$ cat src/rtl/rr_fifo_bank_if.sv
// Bundle of the rr_fifo_bank producer/consumer signals.
// The master side drives the pushes and out_ready. The slave side is the FIFO bank.
interface rr_fifo_bank_if #(
  parameter int WIDTH  = 8,
  parameter int DEPTH  = 8,
  parameter int NCH    = 4,
  parameter int PTRWID = $clog2(DEPTH) + 1,
  parameter int CHWID  = $clog2(NCH)
);
  logic [NCH-1:0]        push;
  logic [NCH*WIDTH-1:0]  data_in;
  logic [NCH-1:0]        full;
  logic [NCH-1:0]        empty;
  logic [NCH*PTRWID-1:0] count;
  logic [NCH-1:0]        overflow;
  logic                  out_valid;
  logic                  out_ready;
  logic [WIDTH-1:0]      out_data;
  logic [CHWID-1:0]      out_ch;

  modport master (
    output push, data_in, out_ready,
    input  full, empty, count, overflow, out_valid, out_data, out_ch
  );

  modport slave (
    input  push, data_in, out_ready,
    output full, empty, count, overflow, out_valid, out_data, out_ch
  );
endinterface

$ cat src/rtl/rr_fifo_bank.sv
// NCH first-word-fall-through FIFOs drained through one valid/ready port.
// A round-robin arbiter picks the channel, and it holds that pick while the consumer stalls.
module rr_fifo_bank #(
  parameter int WIDTH  = 8,
  parameter int DEPTH  = 8,
  parameter int NCH    = 4,
  parameter int PTRWID = $clog2(DEPTH) + 1,
  parameter int CHWID  = $clog2(NCH)
) (
  input logic          clk,
  input logic          rst,
  rr_fifo_bank_if.slave bus
);
  logic [WIDTH-1:0]      mem    [NCH][DEPTH];
  logic [PTRWID-1:0]     wr_ptr [NCH];
  logic [PTRWID-1:0]     rd_ptr [NCH];
  logic [NCH-1:0]        full_v, empty_v, do_push, do_pop, ovf_q;
  logic [NCH*PTRWID-1:0] count_v;
  logic [CHWID-1:0]      last_ch, held_ch, sel, cand;
  logic                  locked, found, any_valid, xfer;

  always_comb begin
    full_v  = '0;
    empty_v = '0;
    count_v = '0;
    do_push = '0;
    for (int c = 0; c < NCH; c++) begin
      empty_v[c] = (wr_ptr[c] == rd_ptr[c]);
      full_v[c]  = (wr_ptr[c][PTRWID-2:0] == rd_ptr[c][PTRWID-2:0]) &&
                   (wr_ptr[c][PTRWID-1] != rd_ptr[c][PTRWID-1]);
      count_v[c*PTRWID +: PTRWID] = wr_ptr[c] - rd_ptr[c];
      do_push[c] = bus.push[c] & ~full_v[c];
    end
  end

  assign any_valid = |(~empty_v);
  assign xfer      = any_valid & bus.out_ready;

  // The scan starts one past the last granted channel. A stalled grant stays locked.
  always_comb begin
    sel   = held_ch;
    found = 1'b0;
    cand  = '0;
    if (!locked) begin
      sel = '0;
      for (int i = 1; i <= NCH; i++) begin
        cand = CHWID'((int'(last_ch) + i) % NCH);
        if (!found && !empty_v[cand]) begin
          sel   = cand;
          found = 1'b1;
        end
      end
    end
  end

  always_comb begin
    do_pop = '0;
    for (int c = 0; c < NCH; c++)
      do_pop[c] = xfer && (sel == CHWID'(c));
  end

  always_ff @(posedge clk) begin
    if (rst) begin
      for (int c = 0; c < NCH; c++) begin
        wr_ptr[c] <= '0;
        rd_ptr[c] <= '0;
      end
      ovf_q   <= '0;
      last_ch <= CHWID'(NCH - 1);
      held_ch <= '0;
      locked  <= 1'b0;
    end else begin
      for (int c = 0; c < NCH; c++) begin
        if (do_push[c]) wr_ptr[c] <= wr_ptr[c] + PTRWID'(1);
        if (do_pop[c])  rd_ptr[c] <= rd_ptr[c] + PTRWID'(1);
        if (bus.push[c] && full_v[c]) ovf_q[c] <= 1'b1;
      end
      if (xfer) begin
        last_ch <= sel;
        locked  <= 1'b0;
      end else if (any_valid) begin
        held_ch <= sel;
        locked  <= 1'b1;
      end
    end
  end

  // The storage has no reset. Its contents cannot be seen while the pointers say empty.
  always_ff @(posedge clk) begin
    for (int c = 0; c < NCH; c++)
      if (do_push[c]) mem[c][wr_ptr[c][PTRWID-2:0]] <= bus.data_in[c*WIDTH +: WIDTH];
  end

  assign bus.full      = full_v;
  assign bus.empty     = empty_v;
  assign bus.count     = count_v;
  assign bus.overflow  = ovf_q;
  assign bus.out_valid = any_valid;
  assign bus.out_ch    = any_valid ? sel : '0;
  assign bus.out_data  = any_valid ? mem[sel][rd_ptr[sel][PTRWID-2:0]] : '0;
endmodule

$ cat src/flat_wrapper.sv
// flat-port wrapper written by rule: the top's interface ports become plain ports
module rr_fifo_bank_flat 
#(
  parameter int WIDTH  = 8,
  parameter int DEPTH  = 8,
  parameter int NCH    = 4,
  parameter int PTRWID = $clog2(DEPTH) + 1,
  parameter int CHWID  = $clog2(NCH)
)
  (clk, rst, bus_push, bus_data_in, bus_out_ready, bus_full, bus_empty, bus_count, bus_overflow, bus_out_valid, bus_out_data, bus_out_ch);
  rr_fifo_bank_if #(.WIDTH(WIDTH), .DEPTH(DEPTH), .NCH(NCH), .PTRWID(PTRWID), .CHWID(CHWID)) bus_i ();
  input logic clk;
  input logic rst;
  input wire logic [$bits(bus_i.push)-1:0] bus_push;
  input wire logic [$bits(bus_i.data_in)-1:0] bus_data_in;
  input wire logic [$bits(bus_i.out_ready)-1:0] bus_out_ready;
  output wire logic [$bits(bus_i.full)-1:0] bus_full;
  output wire logic [$bits(bus_i.empty)-1:0] bus_empty;
  output wire logic [$bits(bus_i.count)-1:0] bus_count;
  output wire logic [$bits(bus_i.overflow)-1:0] bus_overflow;
  output wire logic [$bits(bus_i.out_valid)-1:0] bus_out_valid;
  output wire logic [$bits(bus_i.out_data)-1:0] bus_out_data;
  output wire logic [$bits(bus_i.out_ch)-1:0] bus_out_ch;
  assign bus_i.push = bus_push;
  assign bus_i.data_in = bus_data_in;
  assign bus_i.out_ready = bus_out_ready;
  assign bus_full = bus_i.full;
  assign bus_empty = bus_i.empty;
  assign bus_count = bus_i.count;
  assign bus_overflow = bus_i.overflow;
  assign bus_out_valid = bus_i.out_valid;
  assign bus_out_data = bus_i.out_data;
  assign bus_out_ch = bus_i.out_ch;
  rr_fifo_bank #(.WIDTH(WIDTH), .DEPTH(DEPTH), .NCH(NCH), .PTRWID(PTRWID), .CHWID(CHWID)) u_core (.clk(clk), .rst(rst), .bus(bus_i));
endmodule
$ cat config.mk
export PLATFORM = sky130hd
export DESIGN_NAME = rr_fifo_bank_flat
export DESIGN_NICKNAME = d
export VERILOG_FILES = /design/src/rtl/rr_fifo_bank_if.sv /design/src/rtl/rr_fifo_bank.sv /design/src/flat_wrapper.sv
export SDC_FILE = /design/constraint.sdc
export NUM_CORES = 1
export LEC_CHECK = 0
export ABC_AREA = 1
export CORE_ASPECT_RATIO = 1.25
export CORE_MARGIN = 2
export CORE_UTILIZATION = 43
export CTS_BUF_LIST = sky130_fd_sc_hd__clkbuf_16
export CTS_CLUSTER_SIZE = 24
export DETAILED_ROUTE_END_ITERATION = 8
export PLACE_DENSITY = 0.63
export SYNTH_ARGS = -nofsm -noshare
export SYNTH_HDL_FRONTEND = slang
export SYNTH_SLANG_ARGS = --single-unit
$ cat constraint.sdc
create_clock -name clk -period 8 [get_ports clk]
set_input_delay 0.8 -clock clk [delete_from_list [all_inputs] [get_ports clk]]
set_output_delay 0.8 -clock clk [all_outputs]
set_load 0.01 [all_outputs]
# After elaboration in Yosys (flattened, before gate mapping)

Memory sizes are Yosys's and may differ from the RTL's.
Index checks and enable logic that the tools add are counted.

Equal/unequal tests: 15
Bitwise operators: 24
Multiplexer cells: 70
Magnitude comparators: 13
Add/subtract/negate cells: 16
Reductions and logical operators: 29

Operators by type and width:

| kind                  | count |
|---|---|
| $mux W64              | 4 |
| $demux W8 S3          | 4 |
| $mux W8               | 7 |
| $mux W1               | 36 |
| $add A4 B1 Y4 const B | 8 |
| $mux W4               | 8 |
| $bmux W8 S3           | 1 |
| $ge A4 B4 Y1 const B  | 5 |
| $not A3 Y4            | 5 |
| $logic_and A1 B1 Y1   | 19 |
| $eq A4 B4 Y1          | 4 |
| $lt A4 B1 Y1 const B  | 4 |
| $sub A4 B4 Y4         | 4 |
| $eq A3 B3 Y1          | 4 |
| $lt A2 B3 Y1 const B  | 4 |
| $mux W2               | 6 |
| $bmux W1 S2           | 4 |
| $or A1 B1 Y1          | 8 |
| $logic_not A1 Y1      | 6 |
| $and A1 B1 Y1         | 5 |
| $not A1 Y1            | 5 |
| $add A2 B1 Y2 const B | 2 |
| $add A2 B2 Y2 const B | 2 |
| $eq A2 B2 Y1 const B  | 2 |
| other kinds (7)       | 10 |

Bits of input ports: 39
Output and inout bits: 39
Memories: 3
Logic and storage cells: 177
Memory bits (writable): 288
Bits in registers: 9

Memory list:

| name          | words | width | read ports | clocked after memory_dff | wr ports | line               | source |
|---|---|---|---|---|---|---|---|
| u_core.mem    | 4     | 64    | 1          | 0                        | 4        | rr_fifo_bank.sv:14 | `logic [WIDTH-1:0] mem [NCH][DEPTH];` |
| u_core.rd_ptr | 4     | 4     | 5          | 0                        | 4        | rr_fifo_bank.sv:16 | `logic [PTRWID-1:0] rd_ptr [NCH];` |
| u_core.wr_ptr | 4     | 4     | 4          | 0                        | 4        | rr_fifo_bank.sv:15 | `logic [PTRWID-1:0] wr_ptr [NCH];` |

# Depth between registers and ports, before layout

Gate-level depths: netlist (run 1).

Depth in word-level cells: 23
Depth in mapped cells: 26

# Least setup slack after synthesis (run 1)

Ideal clock, no wire load.

Kind: reg2out
From: memory u_core.wr_ptr[3][2] in the netlist's numbering
To: output port bus_out_data[5]
Path buffers: 3
Data required time: 7.200 ns
Arrival: 2.724 ns
Stages on the path, launching flop included: 21
Slack: 4.476 ns
Cell sequence: edfxtp_1 > ha_1 > nand2_1 > nor2_1 > nand3_1 > nand3_1 > nand2_2 > nor2_4 > nand2_2 > nand2_2 > nand3_4 > nand2_4 > buf_8 > buf_8 > nor3_2 > a21oi_2 > nand2_2 > buf_4 > nand2_1 > nand2_1 > nor2_1

RTL lines:

| what        | line               | source |
|---|---|---|
| from (decl) | rr_fifo_bank.sv:15 |  |
| to (decl)   | flat_wrapper.sv:22 | `output wire logic [$bits(bus_i.out_data)-1:0] bus_out_data;` |

==> results of run 1 <==
routing by layer:
metal	share of wire (%)	vias to the layer above
li1	-	5039
met1	41	4830
met2	50	316
met3	5.7	71
met4	3.2	0
met5	0	-
worst register-to-register path: cells and delay by family (launching register included):
family	cells	cell delay, ps
fa+ha+maj	1	370
compound gates	1	580
simple gates	11	2640
flops	1	480
state kept, by name, summed over array words and instances (netlist names):
signal	cells
u_core.last_ch	2
u_core.rd_ptr	16
u_core.bus.overflow	4
u_core.wr_ptr	16
u_core.locked	1
u_core.held_ch	2
u_core.mem	256
logic make-up (layout without fill, tap and decap cells):
| kind of cell | count (synthesis) | in the layout | share of synthesized area [%] |
|---|---|---|---|
| AOI/OAI and AO/OA | 110 | 110 | 3.87 |
| xor gates and xnor gates | 22 | 22 | 1.38 |
| adders and majority gates | 24 | 24 | 2.27 |
| buffers and inverters | 316 | 392 | 9.16 |
| DFF | 297 | 297 | 60.6 |
| and+or+nand+nor | 769 | 769 | 22.7 |
metrics by stage:
step                      power [uW]  setup WS [ps]
after CTS                       5220            959
after detailed placement        3890           1550
after floorplan                 3260           4480
after global routing            5530            450
final                           5210            963
after global placement          3880           1660
cell usage after synthesis, types with 4 or more instances:
cell / instances
o21ai_0: 60
xnor2_1: 12
dfxtp_1: 9
nor2_1: 81
buf_2: 31
buf_4: 10
a21oi_1: 26
edfxtp_1: 288
o21ai_1: 20
buf_1: 4
nor3_1: 4
xor2_1: 9
nand2_2: 8
inv_1: 249
ha_1: 20
nand3b_1: 58
nand3_1: 86
clkbuf_1: 9
fa_1: 4
nand4_1: 4
buf_6: 6
nand2_1: 521
power by group:
part	internal (uW)	switching (uW)
sequential	1810	48.4
combinational	679	1340
clock	758	572
total	3240	1960
layout make-up:
class	count	area (um^2)	area share, %
inverter	253	952	5.78
sequential	297	8830	53.6
timing repair buffer	85	831	5.04
clock buffer	31	776	4.71
tap	423	529	3.21
multi-input combinational	925	4410	26.7
clock inverter	23	151	0.919
how the worst min path moves through the flow:
stage	from	endpoint	slack, ps	cells after the start
after detailed placement	u_core.bus.overflow[2]	u_core.bus.overflow[2]	440	2
after CTS	u_core.bus.overflow[2]	u_core.bus.overflow[2]	450	2
after global placement	u_core.bus.overflow[3]	u_core.bus.overflow[3]	440	2
after floorplan	u_core.bus.overflow[0]	u_core.bus.overflow[0]	470	2
final	u_core.bus.overflow[2]	u_core.bus.overflow[2]	450	2
after global routing	u_core.bus.overflow[2]	u_core.bus.overflow[2]	480	2
==> run_results.csv, run 1 <==
group,metric,value,unit
grt,overflow,0,
synthesis,synthDistinctLibCells,36,
grt,gr-usage-met1,26.7,%
floorplan,dieHeight,210,um
power,p_leak,0.00704,uW
synthesis,synth_top_area_share,59.4,%
clock_tree,cts.hold.buffers_added,0,
route,drc,0,
clock_tree,clk-insertion-delay-late,550,ps
synthesis,postSynthAreaPerCell,9.47,um^2
sta,fmax,142,MHz
floorplan,initial_utilization,43.5,%
clock_tree,postCtsSetupBuffers,0,
critical_path,cp_slowest_cell,"nand2_8",
layout,final_nets,1655,
power,peakVddDrop,0.000196,V
critical_path,crit_top_cell,"nand3_1",
synthesis,async_flop_share,0,%
synthesis,yosys-top-cells-area,"edfxtp_1 59%, nand2_1 13%, inv_1 6.4%",
min_path,worstHoldPathType,"reg2reg",
critical_path,rr_startpoint,"u_core.wr_ptr[3][2]",
critical_path,crit_start,"u_core.wr_ptr[3][2]",
synthesis,synth_top_area_cell,"edfxtp_1",
grt,top_usage_layer,"met2",
synthesis,synth-seq-cells,297,
clock_tree,cts.sinks,297,
sta,finalCriticalPeriod,7040,ps
status,status,"completed",
synthesis,syn-cell-area,14600,um^2
synthesis,synthCells,1538,
critical_path,cp.depth,19,
place,io_buffers,77,
critical_path,path_class,"reg2out",
synthesis,synth_flop_cell,"edfxtp_1",
clock_tree,clockBufferDepth,3,
power,p_per_area,316,nW/um^2
critical_path,path_delay_family,"simple AND/OR/NAND/NOR gates",
clock_tree,cts.clk_slew.worst_paths,60,ps
place,place_area,15500,um^2
layout,mostFrequentLayoutCells,"520 x nand2_1, 288 x edfxtp_1, 256 x inv_1",
sta,fin_setup_tns,0,ps
sta,grt_setup_unrepaired,"no",
route,dr.pass1.iters,5,
layout,final_area,16500,um^2
route,wl_per_cell,18.7,um
sta,period_share,88.0,%
grt,grt_use_met2,38.7,%
sta,hold_violations,0,
synthesis,synth_edf_count,288,
sta,setup_viol,0,
critical_path,endpoint,"bus_out_data[3]",
critical_path,crit_path_max_incr_delay,780,ps
clock_tree,cts_tree,"yes",
critical_path,reg2reg_setup_slack,3550,ps
route,postRouteAntennaNets,0,
critical_path,arrival,6240,ps
grt,grt_usage,21.6,%
clock_tree,htreeDepth,1,
layout,final_common_cell,"nand2_1",
grt,grt_pass1_wl,57400,um
place,globalplace.congestion,0.933,
critical_path,reg2reg_to,"u_core.rd_ptr[1][3]",
floorplan,ioPinCount,78,
floorplan,die-area,35400,um^2
critical_path,worstSetupEndpointType,"output port",
layout,drive_gt1_share,4.40,%
layout,utilization,49.2,%
layout,area_growth,13.2,%
floorplan,dieWidth,169,um
grt,grt_max_degree,110,
clock_tree,cts_resized,0,
floorplan,core-area,33500,um^2
synthesis,yosysSeqAreaShare,60.6,%
job,max-cap-violations,0,
critical_path,cp-start-kind,"flop",
sta,fin_worst_skew,5.98,ps
route,via_per_inst,5.03,
route,dr.first_iter.drc_count,958,
grt,first_global_vias,10400,
floorplan,row_count,75,
sta,worst_slew_pin_slew,1040,ps
critical_path,crit_fanout,109,
critical_path,r2r_cells,13,
layout,num-fill-cells,3104,
sta,slew_viol_final,0,
layout,fin_cells,2037,
clock_tree,cts_buffers,30,
place,hpwl,27500,um
clock_tree,cts_root_buf,"clkbuf_16",
route,num_vias,10300,
route,wl,38100,um
sta,relSlewSlack,30.7,%
sta,hold_ws,452,ps
place,placed_cells,1983,
synthesis,syn-num-nets,1601,
synthesis,ys_warn_count,0,
layout,antenna_cells,0,
grt,use_met3,3.15,%
critical_path,path_cells,"ha_1 -> nand2_1 -> nor2_1 -> nand3_1 -> nand3_1 -> nand2_1 -> nor2_1 -> nand2_2 -> nand2_2 -> nand3_4 -> nand2_8 -> buf_4 -> o21ai_0 -> nand2_1 -> nand3_1 -> nand3_1 -> a21oi_1 -> nor2_1 -> clkdlybuf4s50_1",
critical_path,crit_buf_inv,2,
critical_path,crit_required,7200,ps
grt,grt_antenna_before_repair,0,
No activity file was read; power rests on OpenSTA's default activity.
==> inputs of run 2 (changes only) <==
--- a/config.mk
+++ b/config.mk
@@ -6,6 +6,7 @@
 export NUM_CORES = 1
 export LEC_CHECK = 0
 export ABC_AREA = 1
+export CAP_MARGIN = 20
 export CORE_ASPECT_RATIO = 1.25
 export CORE_MARGIN = 2
 export CORE_UTILIZATION = 43
==> constraint.sdc (replaced) <==
create_clock -name clk -period 8.9 [get_ports clk]
set_input_delay 0.89 -clock clk [delete_from_list [all_inputs] [get_ports clk]]
set_output_delay 0.89 -clock clk [all_outputs]
set_load 0.01 [all_outputs]
==> run 2 against run 1 <==
Count of clock-buffer cells in the layout stayed put. Global-route usage rose by 0.23 points. Sequential cell count did not move. Cell count is 0.20% lower. Power is 8.0% lower. Non-clock buffer count down 3. Critical path depth increased by 2. Via count down 0.76%. Sequential power decreased by 10%. Worst hold slack got worse by 5.3 ps. Combinational power shrank 9.9%.
==> run_results.csv, run 2 (synthesis gave the netlist of run 1 again) <==
group,metric,value,unit
status,status,"completed",
grt,overflow,0,
sta,fin_worst_skew,5.97,ps
critical_path,cp_slowest_cell,"nand2_8",
critical_path,rr_startpoint,"u_core.wr_ptr[3][2]",
job,max-cap-violations,0,
grt,grt_antenna_before_repair,0,
clock_tree,cts_resized,0,
layout,antenna_cells,0,
place,placed_cells,1980,
layout,final_nets,1652,
layout,final_common_cell,"nand2_1",
sta,finalCriticalPeriod,7220,ps
sta,setup_slack,1680,ps
route,wl_met2,19800,um
floorplan,dieWidth,169,um
critical_path,endpoint,"bus_out_data[3]",
critical_path,crit_buf_inv,2,
sta,period_share,81.2,%
clock_tree,htreeDepth,1,
route,highest-signal-layer,"met4",
route,wl_met1,15600,um
place,io_buffers,77,
floorplan,core-area,33500,um^2
clock_tree,cts.clk_slew.worst_paths,60,ps
power,clkPwrFrac,27.1,%
route,drc,0,
sta,fmax,138,MHz
critical_path,r2r_cells,13,
place,pre_cts_ws,2310,ps
layout,largest_reg_flops,256,
power,power.internal,3010,uW
floorplan,ioPinCount,78,
clock_tree,cts_root_buf,"clkbuf_16",
critical_path,reg2reg_setup_slack,4510,ps
place,globalplace.congestion,0.895,
clock_tree,cts_tree,"yes",
place,hpwl,27300,um
route,wl,38100,um
critical_path,cp-start-kind,"flop",
layout,mostFrequentLayoutCells,"520 x nand2_1, 288 x edfxtp_1, 250 x inv_1",
grt,grt_usage,21.8,%
power,comb_power_share,38.1,%
critical_path,path_cells,"ha_1 -> nand2_1 -> nor2_1 -> nand3_1 -> nand3_1 -> nand2_2 -> nor2_4 -> nand2_2 -> nand2_2 -> nand3_4 -> nand2_8 -> buf_4 -> o21ai_0 -> nand2_1 -> nand3_1 -> nand3_1 -> nand2_1 -> nand2_1 -> nand2_1 -> nor2_1 -> clkdlybuf4s50_1",
clock_tree,cts.sinks,297,
critical_path,path_delay_family,"simple AND/OR/NAND/NOR gates",
layout,area_growth,13.7,%
layout,fin_cells,2033,
route,via_per_inst,5.01,
route,dr.pass1.iters,5,
power,p_per_area,290,nW/um^2
power,p_total,4790,uW
power,swShare,37.2,%
clock_tree,postCtsSetupBuffers,0,
critical_path,crit_top_cell,"nand2_1",
critical_path,worstSetupEndpointType,"output port",
floorplan,dieHeight,210,um
sta,slew_viol_final,0,
sta,fin_setup_tns,0,ps
critical_path,reg2reg_to,"u_core.rd_ptr[1][3]",
floorplan,die-area,35400,um^2
layout,drive_gt1_share,4.78,%
sta,grt_setup_unrepaired,"no",
critical_path,crit_fanout,139,
place,place_area,15500,um^2
clock_tree,clk-insertion-delay-late,570,ps
route,wl_per_cell,18.8,um
route,wl_met3,1500,um
clock_tree,cts_buffers,30,
floorplan,row_count,75,
sta,setup_viol,0,
min_path,worstHoldPathType,"reg2reg",
clock_tree,cts.hold.buffers_added,0,
grt,grt_pass1_wl,57600,um
clock_tree,clockBufferDepth,3,
route,dr.first_iter.drc_count,831,
sta,worst_slew_pin_slew,1030,ps
floorplan,initial_utilization,43.5,%
critical_path,cp.depth,21,
sta,hold_violations,0,
power,peakVddDrop,0.000221,V
route,postRouteAntennaNets,0,
sta,relSlewSlack,31.1,%
grt,grt_max_degree,140,
power,seq_power_share,34.8,%
critical_path,crit_required,8010,ps
critical_path,crit_start,"u_core.wr_ptr[3][2]",
grt,first_global_vias,10200,
power,p_leak,0.00704,uW
power,switchingPower,1780,uW
critical_path,path_class,"reg2out",
critical_path,crit_path_max_incr_delay,830,ps
layout,final_area,16500,um^2
critical_path,arrival,6330,ps
route,num_vias,10200,
run 2: layer usage:
layer	track usage, %	vias to the layer above
li1	-	5037
met1	26.8	4807
met2	40.0	267
met3	2.21	67
met4	7.43	0
met5	0	-
run 2: power by group through the flow:
stage | Combinational [uW] | Clock [uW] | Sequential, uW
after global routing | 2040 | 1370 | 1680
after global placement | 1820 | 0 | 1700
after detailed placement | 1820 | 0 | 1700
after CTS | 1830 | 1320 | 1670
after floorplan | 1250 | 0 | 1680
final | 1820 | 1300 | 1670
run 2: area by class of cell:
type	count	area, um^2
multi-input cells	925	4420
fillers	3163	17000
flip-flops and latches	297	8830
repair buffers	82	808
inverters	253	952
clock inverters	22	233
well taps	423	529
clock buffers	31	776
run 2: stage by stage:
stage / hold WS [ps] / utilization [%]
after floorplan: 474 / -
after global placement: 439 / 46.4
after detailed placement: 441 / 46.4
after CTS: 450 / 49.4
after global routing: 486 / 49.4
final: 446 / 49.4
run 2: worst min-delay path by stage:
stage / start / end / slack (ps) / cells past startpoint
final: u_core.bus.overflow[1] / u_core.bus.overflow[1] / 450 / 2
after detailed placement: u_core.bus.overflow[1] / u_core.bus.overflow[1] / 440 / 2
after global routing: u_core.bus.overflow[2] / u_core.bus.overflow[2] / 490 / 2
after floorplan: u_core.bus.overflow[0] / u_core.bus.overflow[0] / 470 / 2
after CTS: u_core.bus.overflow[1] / u_core.bus.overflow[1] / 450 / 2
after global placement: u_core.bus.overflow[3] / u_core.bus.overflow[3] / 440 / 2
run 2: worst register-to-register path: stages (launching register included):
cell,delay (ps)
edfxtp_1,480
ha_1,380
nand2_1,80
nor2_1,230
nand3_1,180
nand3_1,150
nand2_2,100
nor2_4,140
nand2_2,70
nand2_2,80
nand3_4,600
nand2_8,840
nand2_1,190
o21ai_0,520
==> inputs of run 3 (changes only) <==
--- a/config.mk
+++ b/config.mk
@@ -13,7 +13,7 @@
 export CTS_BUF_LIST = sky130_fd_sc_hd__clkbuf_16
 export CTS_CLUSTER_SIZE = 24
 export DETAILED_ROUTE_END_ITERATION = 8
-export PLACE_DENSITY = 0.63
+export PLACE_DENSITY = 0.66
 export SYNTH_ARGS = -nofsm -noshare
 export SYNTH_HDL_FRONTEND = slang
 export SYNTH_SLANG_ARGS = --single-unit
==> constraint.sdc (replaced) <==
create_clock -name clk -period 6.1 [get_ports clk]
set_input_delay 0.61 -clock clk [delete_from_list [all_inputs] [get_ports clk]]
set_output_delay 0.61 -clock clk [all_outputs]
set_load 0.01 [all_outputs]
==> run 3 against run 2 <==
Sequential power is 46% higher. Highest routed layer unchanged. Via count grew 1.5%. Largest power group unchanged. Sequential share of layout area fell by 0.22 points. Critical path type unchanged.
==> run_results.csv, run 3 (synthesis gave the netlist of run 1 again) <==
group,metric,value,unit
power,swShare,36.9,%
layout,largest_reg_flops,256,
sta,slew_viol_final,0,
sta,finalCriticalPeriod,5820,ps
clock_tree,cts.sinks,297,
route,num_vias,10300,
grt,grt_max_degree,97,
layout,mostFrequentLayoutCells,"520 x nand2_1, 288 x edfxtp_1, 260 x inv_1",
critical_path,cp_slowest_cell,"clkdlybuf4s50_1",
clock_tree,clockBufferDepth,3,
clock_tree,cts_root_buf,"clkbuf_16",
critical_path,worstSetupEndpointType,"output port",
critical_path,crit_path_max_incr_delay,610,ps
place,hpwl,26000,um
grt,grt_usage,20.4,%
floorplan,row_count,75,
critical_path,path_delay_family,"simple AND/OR/NAND/NOR gates",
floorplan,initial_utilization,43.5,%
place,pre_cts_ws,508,ps
sta,hold_violations,0,
floorplan,dieWidth,169,um
power,p_per_area,416,nW/um^2
sta,relSlewSlack,31.1,%
layout,final_common_cell,"nand2_1",
clock_tree,cts_tree,"yes",
floorplan,core-area,33500,um^2
route,wl_per_cell,17.9,um
grt,grt_pass1_wl,55000,um
layout,utilization,49.6,%
power,peakVddDrop,0.000248,V
place,globalplace.congestion,0.869,
power,power.internal,4370,uW
power,clkPwrFrac,26.4,%
critical_path,reg2reg_to,"u_core.rd_ptr[3][2]",
sta,setup_viol,0,
route,postRouteAntennaNets,0,
critical_path,rr_startpoint,"u_core.wr_ptr[1][2]",
sta,grt_setup_unrepaired,"no",
critical_path,reg2reg_setup_slack,2360,ps
route,via_per_inst,5.05,
sta,hold_ws,451,ps
route,drc,0,
critical_path,endpoint,"bus_out_data[4]",
critical_path,path_cells,"ha_1 -> nand2_1 -> nor2_1 -> nand3_1 -> nand3_1 -> nand2_1 -> nor2_1 -> nand2_2 -> nand2_2 -> nand3_4 -> nand2_8 -> buf_16 -> o21ai_0 -> nand2_1 -> nand3_1 -> nand3_1 -> nand2_1 -> nand2_1 -> nand2_1 -> nor2_1 -> clkdlybuf4s50_1",
floorplan,die-area,35400,um^2
sta,fin_setup_tns,0,ps
min_path,min_from,"u_core.bus.overflow[0]",
clock_tree,htreeDepth,1,
layout,antenna_cells,0,
critical_path,arrival,5210,ps
floorplan,dieHeight,210,um
clock_tree,clk-insertion-delay-late,550,ps
status,status,"completed",
min_path,worstHoldPathType,"reg2reg",
critical_path,crit_buf_inv,2,
critical_path,crit_start,"u_core.wr_ptr[1][2]",
clock_tree,cts_buffers,30,
grt,grt_antenna_before_repair,0,
sta,fin_worst_skew,11.1,ps
critical_path,crit_fanout,96,
grt,overflow,0,
critical_path,cp-start-kind,"flop",
floorplan,ioPinCount,78,
power,comb_power_share,38.4,%
route,wl,36600,um
critical_path,crit_required,5490,ps
critical_path,path_class,"reg2out",
layout,drive_gt1_share,4.87,%
clock_tree,cts.clk_slew.worst_paths,60,ps
job,max-cap-violations,0,
layout,area_growth,14.1,%
power,p_leak,0.00712,uW
sta,period_share,95.3,%
route,dr.first_iter.drc_count,746,
power,p_total,6920,uW
power,switchingPower,2550,uW
layout,final_nets,1662,
critical_path,cp.depth,21,
place,io_buffers,77,
power,seq_power_share,35.2,%
sta,setup_slack,284,ps
sta,fmax,172,MHz
critical_path,r2r_cells,16,
grt,first_global_vias,10200,
critical_path,crit_top_cell,"nand2_1",
sta,worst_slew_pin_slew,1030,ps
route,dr.pass1.iters,5,
-- run 3: worst register-to-register path, delay by kind of cell, from the launching register on --
| family | cells | cell delay (ps) |
|---|---|---|
| AND/OR/NAND/NOR | 13 | 1430 |
| adder cells (fa/ha/maj) | 1 | 380 |
| buffers and inverters | 1 | 520 |
| AO/OA/AOI/OAI | 1 | 550 |
| flip-flops | 1 | 480 |
-- run 3: layout make-up --
cell class / count / area, um^2
Multi-Input combinational cell: 927 / 4430
Inverter: 253 / 957
Sequential cell: 297 / 8830
Fill cell: 3038 / 16900
Clock inverter: 23 / 205
Clock buffer: 31 / 776
Tap cell: 423 / 529
Timing Repair Buffer: 90 / 888
-- run 3: layer usage --
metal | global-route usage, % | vias up | wire, um
met5 | 0 | - | 0
met4 | 7.55 | 0 | 1350
met3 | 2.36 | 78 | 1660
met2 | 35.9 | 278 | 18300
met1 | 25.8 | 4917 | 15300
li1 | - | 5056 | -
-- run 3: worst min path at each step --
stage	cells after the start	slack, ps	end
final	2	450	u_core.bus.overflow[0]
after global routing	2	480	u_core.bus.overflow[3]
after CTS	2	460	u_core.bus.overflow[0]
after detailed placement	2	440	u_core.bus.overflow[0]
after global placement	2	440	u_core.bus.overflow[2]
after floorplan	2	470	u_core.bus.overflow[0]
-- run 3: timing repair --
item	CTS	global route
resized for setup	1	3
buffers inserted	0	0
endpoints found under the setup margin	2	8
gates cloned	0	2
hold buffers	0	0
pin swaps	0	1
-- run 3: through the flow --
stage	area, um^2	instances
6_report	16600	2044
5_1_grt	16600	2044
4_1_cts	16600	2041
3_5_place_dp	15600	1987
3_3_place_gp	15600	1987
2_1_floorplan	14600	1538
-- run 3: power by group through the flow --
| stage | registers, uW | clock network, uW | logic (uW) |
|---|---|---|---|
| finish | 2440 | 1830 | 2650 |
| global route | 2450 | 1940 | 2960 |
| CTS | 2440 | 1850 | 2640 |
| detailed placement | 2480 | 0 | 2620 |
| global placement | 2470 | 0 | 2610 |
| floorplan | 2460 | 0 | 1820 |
